**src/rtl/fp_round_pipe_pkg.sv**
```systemverilog
// Shared FPU rounding types: rounding-mode encoding, flag bit positions and
// exponent helpers used by the rounding stage and its neighbours.
package fp_pkg;

    typedef enum logic [2:0] {
        RNE = 3'b000,
        RTZ = 3'b001,
        RDN = 3'b010,
        RUP = 3'b011,
        RMM = 3'b100
    } rmode_e;

    localparam int FLG_NX = 0;
    localparam int FLG_OF = 1;
    localparam int FLG_RM = 2;

    // Bit order matches the FLG_* indices so the struct can also be indexed.
    typedef struct packed {
        logic rm_err;
        logic overflow;
        logic inexact;
    } fp_flags_t;

    function automatic int exp_max(input int ew);
        return (1 << ew) - 1;
    endfunction

endpackage

```
**src/rtl/fp_round_pipe_if.sv**
```systemverilog
// Valid/ready beat interface of the rounding stage: unrounded operand in,
// packed rounded result and exception flags out.
interface fp_round_pipe_if #(
    parameter int EW = 8,
    parameter int MW = 23
);
    import fp_pkg::*;

    logic            valid_i;
    logic            ready_o;
    logic            sign_i;
    logic [EW-1:0]   exp_i;
    logic [MW-1:0]   man_i;
    logic [2:0]      grs_i;
    logic [2:0]      rmode_i;
    logic            valid_o;
    logic            ready_i;
    logic [EW+MW:0]  result_o;
    fp_flags_t       flags_o;

    modport slave (
        input  valid_i, sign_i, exp_i, man_i, grs_i, rmode_i, ready_i,
        output ready_o, valid_o, result_o, flags_o
    );

    modport master (
        output valid_i, sign_i, exp_i, man_i, grs_i, rmode_i, ready_i,
        input  ready_o, valid_o, result_o, flags_o
    );

endinterface

```
**src/rtl/fp_round_pipe_inc.sv**
```systemverilog
// Combinational round-increment decision for one IEEE-754 value; shared by
// several FPU stages, so it carries no state.
module fp_round_inc
    import fp_pkg::*;
(
    input  logic       sign_i,
    input  logic [2:0] grs_i,
    input  logic       lsb_i,
    input  logic [2:0] rmode_i,
    output logic       inc_o,
    output logic       inexact_o,
    output logic       rm_err_o
);

    logic g, r, s;

    assign g         = grs_i[2];
    assign r         = grs_i[1];
    assign s         = grs_i[0];
    assign inexact_o = g | r | s;

    // Unknown encodings round toward zero and raise rm_err.
    always_comb begin
        inc_o    = 1'b0;
        rm_err_o = 1'b0;
        case (rmode_e'(rmode_i))
            RNE:     inc_o = g & (r | s | lsb_i);
            RTZ:     inc_o = 1'b0;
            RDN:     inc_o = sign_i & inexact_o;
            RUP:     inc_o = ~sign_i & inexact_o;
            RMM:     inc_o = g;
            default: rm_err_o = 1'b1;
        endcase
    end

endmodule

```
**src/rtl/fp_round_pipe.sv**
```systemverilog
// Two-stage IEEE-754 rounding pipeline: S1 decides the increment, S2 adds it,
// handles specials and overflow saturation, and drives the packed result.
module fp_round_pipe
    import fp_pkg::*;
#(
    parameter int EW = 8,
    parameter int MW = 23
) (
    input  logic               clk_i,
    input  logic               rst_ni,
    fp_round_pipe_if.slave     bus
);

    localparam int W = EW + MW;
    localparam logic [EW-1:0] EXP_ONES = EW'(exp_max(EW));
    localparam logic [EW-1:0] EXP_MAXF = EW'(exp_max(EW) - 1);

    logic            adv;
    logic            inc_d, nx_d, rm_d, special_d;

    logic            s1_valid_q, s1_sign_q, s1_inc_q, s1_nx_q, s1_rm_q, s1_special_q;
    logic [EW-1:0]   s1_exp_q;
    logic [MW-1:0]   s1_man_q;
    logic [2:0]      s1_rmode_q;

    logic            s2_valid_q;
    logic [W:0]      result_q, result_d;
    fp_flags_t       flags_q, flags_d;

    logic [W-1:0]    sum;
    logic [EW-1:0]   sum_exp;
    logic            to_inf;

    // The whole pipe moves as one; a stalled output freezes both stages.
    assign adv          = ~s2_valid_q | bus.ready_i;
    assign bus.ready_o  = adv;
    assign bus.valid_o  = s2_valid_q;
    assign bus.result_o = result_q;
    assign bus.flags_o  = flags_q;

    fp_round_inc u_inc (
        .sign_i    (bus.sign_i),
        .grs_i     (bus.grs_i),
        .lsb_i     (bus.man_i[0]),
        .rmode_i   (bus.rmode_i),
        .inc_o     (inc_d),
        .inexact_o (nx_d),
        .rm_err_o  (rm_d)
    );

    assign special_d = (bus.exp_i == EXP_ONES);

    always_ff @(posedge clk_i or negedge rst_ni) begin
        if (!rst_ni) begin
            s1_valid_q   <= 1'b0;
            s1_sign_q    <= 1'b0;
            s1_exp_q     <= '0;
            s1_man_q     <= '0;
            s1_inc_q     <= 1'b0;
            s1_nx_q      <= 1'b0;
            s1_rm_q      <= 1'b0;
            s1_rmode_q   <= '0;
            s1_special_q <= 1'b0;
        end else if (adv) begin
            s1_valid_q   <= bus.valid_i;
            s1_sign_q    <= bus.sign_i;
            s1_exp_q     <= bus.exp_i;
            s1_man_q     <= bus.man_i;
            s1_inc_q     <= inc_d;
            s1_nx_q      <= nx_d;
            s1_rm_q      <= rm_d;
            s1_rmode_q   <= bus.rmode_i;
            s1_special_q <= special_d;
        end
    end

    // Fraction carry ripples into the exponent through the single wide add.
    always_comb begin
        sum      = {s1_exp_q, s1_man_q} + W'(s1_inc_q);
        sum_exp  = sum[W-1:MW];
        to_inf   = 1'b0;
        case (rmode_e'(s1_rmode_q))
            RNE, RMM: to_inf = 1'b1;
            RDN:      to_inf = s1_sign_q;
            RUP:      to_inf = ~s1_sign_q;
            default:  to_inf = 1'b0;
        endcase

        result_d         = {s1_sign_q, sum};
        flags_d          = '0;
        flags_d[FLG_RM]  = s1_rm_q;
        flags_d[FLG_NX]  = s1_nx_q;

        if (s1_special_q) begin
            result_d        = {s1_sign_q, s1_exp_q, s1_man_q};
            flags_d[FLG_NX] = 1'b0;
        end else if (sum_exp == EXP_ONES) begin
            flags_d[FLG_OF] = 1'b1;
            flags_d[FLG_NX] = 1'b1;
            result_d = to_inf ? {s1_sign_q, EXP_ONES, {MW{1'b0}}}
                              : {s1_sign_q, EXP_MAXF, {MW{1'b1}}};
        end
    end

    always_ff @(posedge clk_i or negedge rst_ni) begin
        if (!rst_ni) begin
            s2_valid_q <= 1'b0;
            result_q   <= '0;
            flags_q    <= '0;
        end else if (adv) begin
            s2_valid_q <= s1_valid_q;
            result_q   <= result_d;
            flags_q    <= flags_d;
        end
    end

endmodule

```
**src/flat_wrapper.sv**
```systemverilog
// flat-port wrapper written by rule: the top's interface ports become plain ports
module fp_round_pipe_flat import fp_pkg::*;
#(
    parameter int EW = 8,
    parameter int MW = 23
)
  (clk_i, rst_ni, bus_valid_i, bus_sign_i, bus_exp_i, bus_man_i, bus_grs_i, bus_rmode_i, bus_ready_i, bus_ready_o, bus_valid_o, bus_result_o, bus_flags_o);
  fp_round_pipe_if #(.EW(EW), .MW(MW)) bus_i ();
  input  logic clk_i;
  input  logic rst_ni;
  input wire logic [$bits(bus_i.valid_i)-1:0] bus_valid_i;
  input wire logic [$bits(bus_i.sign_i)-1:0] bus_sign_i;
  input wire logic [$bits(bus_i.exp_i)-1:0] bus_exp_i;
  input wire logic [$bits(bus_i.man_i)-1:0] bus_man_i;
  input wire logic [$bits(bus_i.grs_i)-1:0] bus_grs_i;
  input wire logic [$bits(bus_i.rmode_i)-1:0] bus_rmode_i;
  input wire logic [$bits(bus_i.ready_i)-1:0] bus_ready_i;
  output wire logic [$bits(bus_i.ready_o)-1:0] bus_ready_o;
  output wire logic [$bits(bus_i.valid_o)-1:0] bus_valid_o;
  output wire logic [$bits(bus_i.result_o)-1:0] bus_result_o;
  output wire logic [$bits(bus_i.flags_o)-1:0] bus_flags_o;
  assign bus_i.valid_i = bus_valid_i;
  assign bus_i.sign_i = bus_sign_i;
  assign bus_i.exp_i = bus_exp_i;
  assign bus_i.man_i = bus_man_i;
  assign bus_i.grs_i = bus_grs_i;
  assign bus_i.rmode_i = bus_rmode_i;
  assign bus_i.ready_i = bus_ready_i;
  assign bus_ready_o = bus_i.ready_o;
  assign bus_valid_o = bus_i.valid_o;
  assign bus_result_o = bus_i.result_o;
  assign bus_flags_o = bus_i.flags_o;
  fp_round_pipe #(.EW(EW), .MW(MW)) u_core (.clk_i(clk_i), .rst_ni(rst_ni), .bus(bus_i));
endmodule
```
**config.mk**
```make
export PLATFORM = sky130hd
export DESIGN_NAME = fp_round_pipe_flat
export DESIGN_NICKNAME = d
export VERILOG_FILES = /design/src/rtl/fp_round_pipe_pkg.sv /design/src/rtl/fp_round_pipe_if.sv /design/src/rtl/fp_round_pipe_inc.sv /design/src/rtl/fp_round_pipe.sv /design/src/flat_wrapper.sv
export SDC_FILE = /design/constraint.sdc
export NUM_CORES = 1
export LEC_CHECK = 0
export BUFFER_PORTS_ARGS = -buffer_cell sky130_fd_sc_hd__buf_2
export CELL_PAD_IN_SITES_DETAIL_PLACEMENT = 1
export CELL_PAD_IN_SITES_GLOBAL_PLACEMENT = 1
export CORE_ASPECT_RATIO = 0.8
export CORE_UTILIZATION = 37
export DETAILED_ROUTE_END_ITERATION = 7
export GPL_ROUTABILITY_DRIVEN = 0
export MAX_ROUTING_LAYER = met4
export PLACE_DENSITY = 0.84
export RECOVER_POWER = 100
export SETUP_SLACK_MARGIN = 0.3
export SLEW_MARGIN = 20
export SYNTH_ARGS = -nofsm -noshare
export SYNTH_HDL_FRONTEND = slang
export SYNTH_HIERARCHICAL = 1
export SYNTH_SLANG_ARGS = --single-unit
export TNS_END_PERCENT = 10
```
**constraint.sdc**
```tcl
create_clock -name clk_i -period 2.9 [get_ports clk_i]
set_input_delay 0.435 -clock clk_i [delete_from_list [all_inputs] [get_ports clk_i]]
set_output_delay 0.435 -clock clk_i [all_outputs]
set_load 0.02 [all_outputs]
```
Word level (Yosys, flattened, before mapping):

Cells that the tools add are included.
W data, S select, Z words.

* logic and storage cells: 48
* register bits after elaboration: 76
* bits of input ports: 42

* bitwise logic cells: 11
* add/subtract/negate cells: 1
* reductions and logical operators: 4
* eq/ne operators: 9
* mux-type cells: 9

Operator list (count)
* $mux W31: 2
* $add A31 B1 Y31: 1
* $mux W24: 1
* $eq A8 B8 Y1 const B: 2
* $eq A3 B2 Y1 const B: 4
* $eq A3 B3 Y1 const B: 2
* $logic_not A3 Y1: 2
* $or A1 B1 Y1: 5
* $reduce_or A5 Y1: 1
* $pmux W1 S4: 1
* $and A1 B1 Y1: 3
* $eq A3 B1 Y1 const B: 1
* $mux W1: 3
* $not A1 Y1: 3
* $pmux W1 S3: 1
* $mux W2: 1
* $reduce_or A2 Y1: 1

Logic depth before layout (Yosys ltp):

Gate-level depths: netlist of the first run.

* word-level depth: 6
* depth in mapped cells: 11
* gate-level depth less buffers: 9

Hierarchy:

Netlist of the first run, hierarchy kept.

By module, submodules not included
* fp_round_pipe: area an instance 3915.0 um^2, cells an instance 453, times used 1
* fp_round_inc: area an instance 63.8 um^2, cells an instance 8, times used 1

Worst setup path before layout of the first run:

No wires, ideal clock.

* path kind: flip-flop to flip-flop
* from: reg u_core.s1_man_q[14]
* to: reg u_core.result_q[14] (netlist: u_core/bus.result_o[14])
* required time: 2.771 ns
* clock period less this slack: 2.757 ns
* data arrival time: 2.628 ns
* stages on the path, launching flop included: 12
* buffers on the path: 4
* setup time: 0.129 ns
* path slack: 0.143 ns
* cells stage by stage: dfrtp_1 buf_4 nand3_2 or4_1 buf_2 or4_4 a22oi_4 nand3_2 buf_6 buf_6 a221oi_1 a21oi_1

* word-level cells in the longest chain between the ends: 4

Ends and longest elaborated chain
* start, declared: line fp_round_pipe.sv:23 `logic [MW-1:0] s1_man_q;`
* start signal, assigned: line fp_round_pipe.sv:68 `s1_man_q <= bus.man_i;`
* $add A31 B1 Y31: line fp_round_pipe.sv:79 `sum = {s1_exp_q, s1_man_q} + W'(s1_inc_q);`
* $eq A8 B8 Y1: line fp_round_pipe.sv:97 `end else if (sum_exp == EXP_ONES) begin`
* $mux W31: line fp_round_pipe.sv:97
* $mux W31 *: line fp_round_pipe.sv:94 `if (s1_special_q) begin`
* end signal, assigned: line fp_round_pipe.sv:112 `result_q <= result_d;`
* end, declared: line fp_round_pipe.sv:27 `logic [W:0] result_q, result_d;`

Mark *: on every way between the ends. The rest lies on a longest branch, timed or not.
A chain may end at the register's enable or synchronous reset.

Final worst setup path of the first run:

* from: reg u_core.s1_man_q[13]
* to: reg u_core.result_q[6] (netlist: u_core/bus.result_o[6])

* word-level cells in the longest chain between the ends: 4

Ends and longest elaborated chain (line)
* $add A31 B1 Y31: fp_round_pipe.sv:79
* $eq A8 B8 Y1: fp_round_pipe.sv:97
* $mux W31: fp_round_pipe.sv:97
* $mux W31: fp_round_pipe.sv:94

No other way between the ends.

==> results.sh, run 1 <==
export IMPL_outcome="complete, but fails checks"
export IMPL_failed_checks="max-capacitance violations, max-slew violations"
export IMPL_io_pins=79
export IMPL_wl_mm=12.8
export IMPL_netlist_area_leader_share_pct=47.8
export IMPL_ctsHoldBuffers=0
export IMPL_finalSetupViolations=0
export IMPL_ys_types=48
export IMPL_grt_max_degree=81
export IMPL_synthTopCellsByCount="nand2_1, dfrtp_1, clkbuf_1"
export IMPL_slowest_delay_ns=0.57
export IMPL_worstHoldPathType="in -> reg"
export IMPL_drc_errors=0
export IMPL_drtIter0Drc=285
export IMPL_hold_violations=0
export IMPL_required_ns=3.12
export IMPL_max_cap_viol_count=2
export IMPL_min_period_over_period_pct=94.3
export IMPL_cp_cell_sequence="nand4_1, or4_1, buf_6, o311ai_4, o31ai_2, buf_4, nand3_4, buf_12, o21ai_0, a221o_1"
export IMPL_clockBufferDepth=2
export IMPL_async_reset_ff_share_pct=100
export IMPL_crit_type="reg -> reg"
export IMPL_rsz0062_at_grt="true"
export IMPL_drive_above_1_share_pct=20.2
export IMPL_cts_num_sinks=76
export IMPL_wl_met1_mm=5.55
export IMPL_fillers=1251
export IMPL_cp_arrival_ns=2.95
export IMPL_cts_root_buf="clkbuf_16"
export IMPL_cts_htree_levels=3
export IMPL_cts_tree="done"
export IMPL_port_buffers=78
export IMPL_syn_inst=461
export IMPL_ys_ff_latch=76
export IMPL_fin_worst_skew_ns=0.00721
export IMPL_power_ir_vdd_worst_mv=0.296
export IMPL_ys_seq_area_share_pct=47.8
export IMPL_grt_pass1_vias=3794
export IMPL_initial_core_util_pct=38.4
export IMPL_synth_nets=505
export IMPL_cts_made_buffers=9
export IMPL_synth_area_per_cell_um2=8.63
export IMPL_slew_violations=158
export IMPL_synth_ff_type="dfrtp_1"
export IMPL_yosys_top_cells_area="dfrtp_1, nand2_1, and3_1"
export IMPL_ant_nets=0
export IMPL_tightestPinTransition_ns=1.95
export IMPL_fmax_ghz=0.366
export IMPL_drt_vias_per_instance=5.48
export IMPL_wl_met3_um=786
export IMPL_synth_area_leader_cell="dfrtp_1"
export IMPL_start_kind="flop"
export IMPL_area_delta_synth_final_pct=27.5
export IMPL_finalWorstPathRequiredPeriod_ns=2.73
export IMPL_die_area_um2=11200
export IMPL_top_layer="met4"
export IMPL_cp_num_buf_inv=3
export IMPL_nNetsFinal=593
export IMPL_synth_edf_count=0
export IMPL_wire_per_inst_um=18.4
export IMPL_dp_hpwl_mm=8.31
export IMPL_dp_cells=670
export IMPL_antenna_cells=0
export IMPL_end_kind="flop"
export IMPL_crit_fanout=14
export IMPL_synth_area_um2=3980
export IMPL_clock_latency_ns=0.34
export IMPL_drtPass1Iterations=4
export IMPL_num_vias=3804
export IMPL_core_area_um2=10400
export IMPL_powerDensity_nw_per_um2=684
export IMPL_grt_use_total_pct=24.4
export IMPL_grt_overflow=0
export IMPL_dr_wl_met2_mm=6.23
export IMPL_yosysWarnings=6
export IMPL_die_height_um=94.8
export IMPL_cellLeakagePower_nw=2.37
export IMPL_critPathTopFamily="compound AO/OA/AOI/OAI gates"
export IMPL_fin_setup_tns_ns=0
export IMPL_antenna_found_initial=0
export IMPL_yosysMostFrequentCell="nand2_1"
export IMPL_rows=33
export IMPL_dieWidth_um=118
export IMPL_grt_pass1_wl_mm=20.3
export IMPL_slowest_stage="or4_1"
export IMPL_max_slew_margin_pct=-30.0
export IMPL_finalNonFillerCells=694
export IMPL_clkTransAtPathRegs_ns=0.06
==> worst paths after layout <==
path	start	end	slack [ns]	cells past startpoint
max	u_core/s1_man_q[13]	u_core/bus.result_o[6]	0.17	10
min	bus_man_i[6]	u_core/s1_man_q[6]	0.29	3
max reg2reg	u_core/s1_man_q[13]	u_core/bus.result_o[6]	0.17	10
min reg2reg	u_core/s1_valid_q	u_core/s1_valid_q	0.46	2
max in group asynchronous	rst_ni	u_core/s1_nx_q	1.12	1
min in group asynchronous	rst_ni	u_core/s1_man_q[10]	0.65	1
==> area by class of cell <==
cell class	instances	area [µm²]	area share [%]
multi-input combinational	350	2040	40.1
sequential	76	1900	37.5
timing repair buffer	107	589	11.6
clock buffer	12	256	5.06
tap	140	175	3.45
clock inverter	4	95.1	1.87
inverter	5	18.8	0.370
==> stage by stage <==
stage / hold slack (ns) / util (%) / setup slack, ns / power (mW) / area [µm²]
after detailed placement: 0.456 / 44.4 / 0.0481 / 2.13 / 4600
final: 0.293 / 48.9 / 0.165 / 3.47 / 5070
after floorplan: 0.139 / - / 0.253 / 1.82 / 4010
after CTS: 0.288 / 48.9 / 0.199 / 3.49 / 5070
after global routing: 0.292 / 48.9 / 0.0827 / 3.62 / 5070
after global placement: 0.441 / 44.4 / 0.162 / 2.09 / 4600
==> tightest hold or removal path, delay by kind of cell <==
| family | cells | cell delay (ns) |
|---|---|---|
| buffers and inverters | 1 | 0.07 |
| AND/OR/NAND/NOR | 2 | 0.09 |
==> state kept, by name, indices dropped and copies added, names as in the netlist <==
name                 cells
u_core/s1_exp_q          8
u_core/s1_special_q      1
u_core/bus.valid_o       1
u_core/bus.result_o     32
u_core/s1_sign_q         1
u_core/s1_rmode_q        3
u_core/bus.flags_o       3
u_core/s1_nx_q           1
u_core/s1_man_q         23
u_core/s1_rm_q           1
u_core/s1_inc_q          1
u_core/s1_valid_q        1
==> cells in the final DEF, fill, tap and decap left out, types with 3 or more instances in the layout <==
master     Yosys  routed
mux2i_1        4       4
a21oi_1       10      10
bufinv_16      0       3
a31oi_1        9       8
dfrtp_1       76      76
nand4_1       12      12
nor3_1         7       7
and3_1        15      14
a22o_1         4       4
nor2_1        21      21
a221o_1        7       7
buf_4          2      22
o21ai_0       18      18
nand2b_1       5       5
o31ai_1        5       3
clkbuf_1      24      39
xor2_1        10      10
a21o_1         3       3
nand3_1       14      13
o31ai_2        1       3
clkbuf_2       0       3
clkbuf_16      0       9
o21a_1         4       3
mux2_2         3       3
inv_1          5       5
nand2_1      152     151
buf_2          1      40
nand3b_1       4       4
xnor2_1        7       7
==> repair_timing <==
item | CTS | global route
buffers inserted | 5 | 2
setup endpoints to repair | 28 | 28
gates resized for setup | 14 | 13
gates cloned | 1 | 0
pin swaps | 10 | 3
endpoints found under the hold margin | 0 | 0
==> kinds of logic after synthesis <==
| kind of cell | Yosys count | share of synthesized area, % |
|---|---|---|
| AO/OA/AOI/OAI | 73 | 13.2 |
| XOR/XNOR | 17 | 3.74 |
| adder cells (fa/ha/maj) | 2 | 0.629 |
| buffers and inverters | 35 | 4.09 |
| flip-flops | 76 | 47.8 |
| multiplexers | 7 | 1.86 |
| AND/OR/NAND/NOR | 251 | 28.7 |
==> layer usage <==
layer  global-route usage [%]  vias up
li1                         -     1767
met1                     30.4     1875
met2                     39.5      140
met3                     5.07       22
met4                     8.65        0
met5                        -        -
==> power by group <==
| group | leakage (nW) | switching (mW) | internal (mW) | total (mW) |
|---|---|---|---|---|
| sequential | 0.917 | 0.164 | 1.23 | 1.39 |
| clock | 0.173 | 0.440 | 0.887 | 1.33 |
| combinational | 1.28 | 0.483 | 0.267 | 0.750 |
Power figures use the tool's default switching activity.
==> run 2: changes to the inputs <==
--- a/config.mk
+++ b/config.mk
@@ -5,13 +5,15 @@
 export SDC_FILE = /design/constraint.sdc
 export NUM_CORES = 1
 export LEC_CHECK = 0
+export ABC_AREA = 1
 export BUFFER_PORTS_ARGS = -buffer_cell sky130_fd_sc_hd__buf_2
 export CELL_PAD_IN_SITES_DETAIL_PLACEMENT = 1
 export CELL_PAD_IN_SITES_GLOBAL_PLACEMENT = 1
 export CORE_ASPECT_RATIO = 0.8
-export CORE_UTILIZATION = 37
+export CORE_UTILIZATION = 36
 export DETAILED_ROUTE_END_ITERATION = 7
 export GPL_ROUTABILITY_DRIVEN = 0
+export HOLD_SLACK_MARGIN = 0.15
 export MAX_ROUTING_LAYER = met4
 export PLACE_DENSITY = 0.84
 export RECOVER_POWER = 100
==> results.sh, run 2 <==
export IMPL_fillers=1524
export IMPL_finalWorstPathRequiredPeriod_ns=2.59
export IMPL_num_vias=4254
export IMPL_ys_ff_latch=76
export IMPL_tightestPinTransition_ns=1.85
export IMPL_slew_violations=32
export IMPL_multi_input_area_um2=2280
export IMPL_fmax_ghz=0.385
export IMPL_hold_start="bus_man_i[2]"
export IMPL_grt_max_degree=77
export IMPL_synthTopCellsByCount="nand2_1, dfrtp_1, inv_1"
export IMPL_r2r_end="u_core/bus.result_o[16]"
export IMPL_async_reset_ff_share_pct=100
export IMPL_synth_area_per_cell_um2=7.18
export IMPL_crit_type="reg -> reg"
export IMPL_wire_per_inst_um=16.1
export IMPL_cts_root_buf="clkbuf_16"
export IMPL_hold_violations=0
export IMPL_cp_arrival_ns=2.82
export IMPL_cts_num_sinks=76
export IMPL_r2r_start="u_core/s1_inc_q"
export IMPL_synth_area_leader_cell="dfrtp_1"
export IMPL_core_area_um2=11800
export IMPL_synth_compound_area_share_pct=7.22
export IMPL_seqCellArea_um2=1900
export IMPL_synthAdderAreaFrac_pct=0.561
export IMPL_cts_made_buffers=9
export IMPL_port_buffers=78
export IMPL_finalSetupViolations=0
export IMPL_synth_simple_area_share_pct=37.1
export IMPL_drtIter0Drc=232
export IMPL_clkTransAtPathRegs_ns=0.06
export IMPL_whs_path_depth=3
export IMPL_yosys_top_cells_area="dfrtp_1, nand2_1, o21ai_0"
export IMPL_synth_area_um2=4460
export IMPL_synth_top_family_by_area="simple AND/OR/NAND/NOR gates"
export IMPL_required_ns=3.12
export IMPL_failed_checks="max-capacitance violations, max-slew violations"
export IMPL_clockBufferDepth=2
export IMPL_initial_core_util_pct=37.8
export IMPL_layout_common_cells="nand2_1, dfrtp_1, inv_1"
export IMPL_min_to="u_core/s1_man_q[2]"
export IMPL_end_kind="flop"
export IMPL_drtPass1Iterations=4
export IMPL_max_slew_margin_pct=-23.4
export IMPL_area_delta_synth_final_pct=21.3
export IMPL_ys_seq_area_share_pct=42.7
export IMPL_clock_latency_ns=0.35
export IMPL_crit_fanout=12
export IMPL_synthMuxAreaShare_pct=0
export IMPL_start_kind="flop"
export IMPL_synth_ff_type="dfrtp_1"
export IMPL_drive_above_1_share_pct=15.3
export IMPL_drc_errors=0
export IMPL_antenna_cells=0
export IMPL_min_period_over_period_pct=89.5
export IMPL_die_height_um=102
export IMPL_max_cap_viol_count=1
export IMPL_largest_reg_flops=32
export IMPL_synthXorXnorAreaFrac_pct=4.32
export IMPL_final_common_cell="nand2_1"
export IMPL_grt_pass1_wl_mm=21.6
export IMPL_ant_nets=0
export IMPL_wl_mm=13.8
export IMPL_cellLeakagePower_nw=2.82
export IMPL_die_area_um2=12800
export IMPL_rsz0062_at_grt="false"
export IMPL_yosysWarnings=6
export IMPL_dieWidth_um=126
export IMPL_antenna_found_initial=0
export IMPL_cts_htree_levels=3
export IMPL_fin_worst_skew_ns=0.0121
export IMPL_yosysMostFrequentCell="nand2_1"
export IMPL_grt_pass1_vias=4372
export IMPL_fin_setup_tns_ns=0
export IMPL_io_pins=79
export IMPL_drt_vias_per_instance=4.98
export IMPL_startpoint="u_core/s1_inc_q"
export IMPL_r2r_setup_slack_ns=0.31
export IMPL_grt_overflow=0
export IMPL_rows=35
export IMPL_ys_types=28
export IMPL_synth_nets=665
export IMPL_powerDensity_nw_per_um2=615
export IMPL_worstHoldPathType="in -> reg"
export IMPL_power_ir_vdd_worst_mv=0.319
export IMPL_cts_tree="done"
export IMPL_netlist_area_leader_share_pct=42.7
export IMPL_worst_r2r_path_depth=17
export IMPL_grt_use_total_pct=22.1
export IMPL_syn_inst=621
export IMPL_outcome="complete, but fails checks"
export IMPL_nNetsFinal=746
export IMPL_dp_hpwl_mm=8.96
export IMPL_synth_edf_count=0
export IMPL_final_util_pct=45.9
## run 2: cell count changes in the layout (fill, tap and decap cells not counted), sizes merged, moves of 7 or more
cell,delta
a221o,-7
inv,+55
nor2,+36
a31oi,-9
nand2,+117
nand3,+23
o21ai,+28
a21oi,+7
buf,-14
nand4,-10
xnor2,-7
nor3,-7
xor2,+12
and3,-15
## run 2: critical path, stage by stage (launching register included)
cell and delay, ns:
dfrtp_1 0.39, ha_1 0.23, ha_1 0.21, inv_1 0.15, nor2_8 0.07, nand2_4 0.13, nor2_4 0.06, nand2_1 0.07
nand2_1 0.07, nand2_1 0.14, nand2_2 0.10, nor2_8 0.14, clkbuf_1 0.23, nand2_8 0.13, nand2_1 0.08, nand3_1 0.08
nand2_1 0.12, nand2_1 0.05
## run 2: report_power, final
group	leakage, nW	internal [mW]	total [mW]	switching [mW]
combinational	1.77	0.245	0.797	0.552
clock	0.138	0.691	1.15	0.455
sequential	0.917	1.23	1.38	0.152
total	2.82	2.17	3.32	1.16
## run 2: final cells by class
cell class,instances,area share [%]
clock buffers,11,4.49
clock inverters,5,1.13
inverters,61,4.26
multi-input cells,462,42.2
flip-flops and latches,76,35.2
well taps,148,3.42
repair buffers,92,9.28
## run 2: repair_timing
action                                  CTS  global route
resized for setup                         0             8
endpoints found under the hold margin     0            31
endpoints found under the setup margin    0            24
buffers inserted                          0             9
hold buffers                              0             1
## run 2: layer usage
metal  global-route usage [%]  routed length [µm]  up-vias  share of wire, %
li1                         -                   -     2081                 -
met1                     27.7                6350     2058                46
met2                     36.8                6670       97                48
met3                     3.96                 570       18               4.1
met4                     6.12                 201        0               1.5
met5                        -                   0        -                 0
## run 2: how the worst max path moves through the flow
stage                                         end  slack (ns)  cells after the start
after CTS                 u_core/bus.result_o[16]        0.32                     14
after floorplan           u_core/bus.result_o[11]        0.84                     17
final                     u_core/bus.result_o[16]        0.31                     17
after global routing       u_core/bus.result_o[3]        0.16                     18
after global placement     u_core/bus.result_o[4]        0.50                     14
after detailed placement  u_core/bus.result_o[16]        0.37                     14
## run 2: kinds of logic (layout without fill, tap and decap cells)
group | count (synthesis) | after routing
simple gates | 370 | 374
buf+inv | 87 | 169
flops | 76 | 76
compound gates | 64 | 64
xor+xnor | 22 | 22
fa+ha+maj | 2 | 2
## run 2: through the flow
stage	cells	worst slack [ns]	cell area (µm²)	hold slack (ns)	power [mW]
final	855	0.306	5410	0.283	3.32
after global routing	855	0.155	5410	0.292	3.51
after CTS	840	0.317	5260	0.279	3.35
after detailed placement	824	0.366	4960	0.443	2.19
after global placement	824	0.500	4960	0.430	2.15
after floorplan	621	0.839	4460	0.139	1.88
==> run 3: changes to the inputs <==
--- a/config.mk
+++ b/config.mk
@@ -6,16 +6,16 @@
 export NUM_CORES = 1
 export LEC_CHECK = 0
 export ABC_AREA = 1
-export BUFFER_PORTS_ARGS = -buffer_cell sky130_fd_sc_hd__buf_2
 export CELL_PAD_IN_SITES_DETAIL_PLACEMENT = 1
 export CELL_PAD_IN_SITES_GLOBAL_PLACEMENT = 1
 export CORE_ASPECT_RATIO = 0.8
-export CORE_UTILIZATION = 36
+export CORE_UTILIZATION = 41
 export DETAILED_ROUTE_END_ITERATION = 7
+export DONT_BUFFER_PORTS = 1
 export GPL_ROUTABILITY_DRIVEN = 0
 export HOLD_SLACK_MARGIN = 0.15
 export MAX_ROUTING_LAYER = met4
-export PLACE_DENSITY = 0.84
+export PLACE_DENSITY = 0.83
 export RECOVER_POWER = 100
 export SETUP_SLACK_MARGIN = 0.3
 export SLEW_MARGIN = 20
==> results.sh, run 3 (synthesized netlist as in run 2, its figures left out) <==
export IMPL_rows=33
export IMPL_intPower_mw=2.02
export IMPL_fillers=1346
export IMPL_area_delta_synth_final_pct=9.99
export IMPL_antenna_found_initial=0
export IMPL_die_area_um2=11300
export IMPL_grt_pass1_wl_mm=20.6
export IMPL_cts_root_buf="clkbuf_16"
export IMPL_clkTransAtPathRegs_ns=0.06
export IMPL_max_slew_margin_pct=-25.9
export IMPL_wire_per_inst_um=16.7
export IMPL_path_depth=17
export IMPL_crit_type="reg -> reg"
export IMPL_drive_above_1_share_pct=8.99
export IMPL_cpMostUsedCell="nand2_1"
export IMPL_initial_core_util_pct=42.8
export IMPL_startpoint="u_core/s1_man_q[0]"
export IMPL_slew_violations=77
export IMPL_dieWidth_um=119
export IMPL_cts_made_buffers=9
export IMPL_drtPass1Iterations=4
export IMPL_hold_violations=0
export IMPL_required_ns=3.17
export IMPL_io_pins=79
export IMPL_multi_input_area_um2=2240
export IMPL_p_comb_share_pct=17.5
export IMPL_antenna_cells=0
export IMPL_drc_errors=0
export IMPL_clock_latency_ns=0.33
export IMPL_ant_nets=0
export IMPL_cp_num_buf_inv=3
export IMPL_r2r_setup_slack_ns=0.39
export IMPL_drt_vias_per_instance=5.15
export IMPL_critPathTopFamily="simple AND/OR/NAND/NOR gates"
export IMPL_sw_frac_of_total_pct=34.7
export IMPL_hold_start="bus_man_i[1]"
export IMPL_netSwitchingPower_mw=1.08
export IMPL_final_common_cell="nand2_1"
export IMPL_grt_pass1_vias=4281
export IMPL_cts_tree="done"
export IMPL_seqCellArea_um2=1900
export IMPL_core_area_um2=10400
export IMPL_crit_fanout=6
export IMPL_failed_checks="max-capacitance violations, max-slew violations"
export IMPL_grt_max_degree=77
export IMPL_cp_arrival_ns=2.77
export IMPL_rsz0062_at_grt="false"
export IMPL_outcome="complete, but fails checks"
export IMPL_cellLeakagePower_nw=2.55
export IMPL_slowest_stage="dfrtp_1"
export IMPL_finalWorstPathRequiredPeriod_ns=2.51
export IMPL_start_kind="flop"
export IMPL_max_cap_viol_count=1
export IMPL_dp_hpwl_mm=8.75
export IMPL_setup_worst_path_end="u_core/bus.result_o[16]"
export IMPL_die_height_um=95.3
export IMPL_grt_overflow=0
export IMPL_slowest_delay_ns=0.36
export IMPL_seqPwrFrac_pct=49.1
export IMPL_final_util_pct=47.1
export IMPL_powerDensity_nw_per_um2=632
export IMPL_finalSetupViolations=0
export IMPL_clockBufferDepth=2
export IMPL_power_ir_vdd_worst_mv=0.273
export IMPL_drtIter0Drc=209
export IMPL_layout_common_cells="nand2_1, dfrtp_1, inv_1"
export IMPL_worstHoldPathType="in -> reg"
export IMPL_num_vias=3933
export IMPL_dp_worst_setup_slack_ns=0.365
export IMPL_setup_ws_ns=0.394
export IMPL_tightestPinTransition_ns=1.89
export IMPL_worst_r2r_path_depth=17
export IMPL_cts_num_sinks=76
export IMPL_grt_use_total_pct=24.3
export IMPL_r2r_end="u_core/bus.result_o[16]"
export IMPL_largest_reg_flops=32
export IMPL_port_buffers=0
export IMPL_fmax_ghz=0.399
export IMPL_end_kind="flop"
export IMPL_min_period_over_period_pct=86.4
export IMPL_fin_worst_skew_ns=0.00555
export IMPL_nNetsFinal=663
export IMPL_fin_setup_tns_ns=0
export IMPL_cts_htree_levels=3
export IMPL_r2r_start="u_core/s1_man_q[0]"
export IMPL_clkPwrFrac_pct=33.4
export IMPL_cp_cell_sequence="ha_1, ha_1, inv_1, nor2_8, nand2_4, nor2_4, nand2_1, nand2_1, nand2_1, clkinv_2, nand2_4, nor2_8, buf_4, nand3_4, nand3_1, nand2_1, nand2_1"
export IMPL_wl_mm=12.7
## run 3: cell types whose count changed in the layout (fill, tap and decap cells not counted), moves of 3 or more
cell,before,now
clkbuf_1,40,3
nand3_2,7,1
buf_2,40,0
nand3_1,29,34
clkinvlp_4,3,0
## run 3: power by group through the flow
stage / combinational, mW / sequential (mW) / clock [mW]
3_3_place_gp: 0.482 / 1.53 / 0
4_1_cts: 0.545 / 1.52 / 1.06
5_1_grt: 0.633 / 1.54 / 1.10
3_5_place_dp: 0.511 / 1.54 / 0
6_report: 0.544 / 1.52 / 1.03
2_1_floorplan: 0.401 / 1.48 / 0
## run 3: layer usage
metal	up-vias	part of all wire (%)	GRT usage (%)
met4	0	1.6	7.28
met2	97	49	41.3
li1	1906	-	-
met1	1911	45	28.9
met3	19	4.6	5.68
met5	-	0	-
## run 3: worst min-delay path by stage
stage                              endpoint  slack [ns]  cells after the start
floorplan             u_core/bus.flags_o[0]        0.14                      0
global placement    u_core/bus.result_o[22]        0.14                      0
detailed placement  u_core/bus.result_o[22]        0.14                      0
CTS                     u_core/s1_man_q[12]        0.20                      2
global route             u_core/s1_exp_q[5]        0.21                      2
finish                   u_core/s1_man_q[1]        0.21                      2
## run 3: cell type report
type / instances / area share (%)
Inverter: 61 / 4.70
Multi-Input combinational cell: 460 / 45.7
Sequential cell: 76 / 38.8
Clock buffer: 13 / 5.31
Tap cell: 140 / 3.57
Timing Repair Buffer: 11 / 1.76
Clock inverter: 2 / 0.204
## run 3: metrics by stage
| step | hold WS (ns) | cells | power (mW) | cell area [µm²] |
|---|---|---|---|---|
| final | 0.211 | 763 | 3.10 | 4900 |
| after global routing | 0.209 | 763 | 3.28 | 4900 |
| after CTS | 0.203 | 758 | 3.13 | 4870 |
| after detailed placement | 0.142 | 741 | 2.05 | 4570 |
| after global placement | 0.142 | 741 | 2.01 | 4570 |
| after floorplan | 0.139 | 621 | 1.88 | 4460 |
## run 3: repair_timing
action,in CTS,in global routing
endpoints found under the setup margin,0,24
gates resized for setup,0,5
hold endpoints to repair,76,0
hold buffers,2,0
buffers inserted,0,3
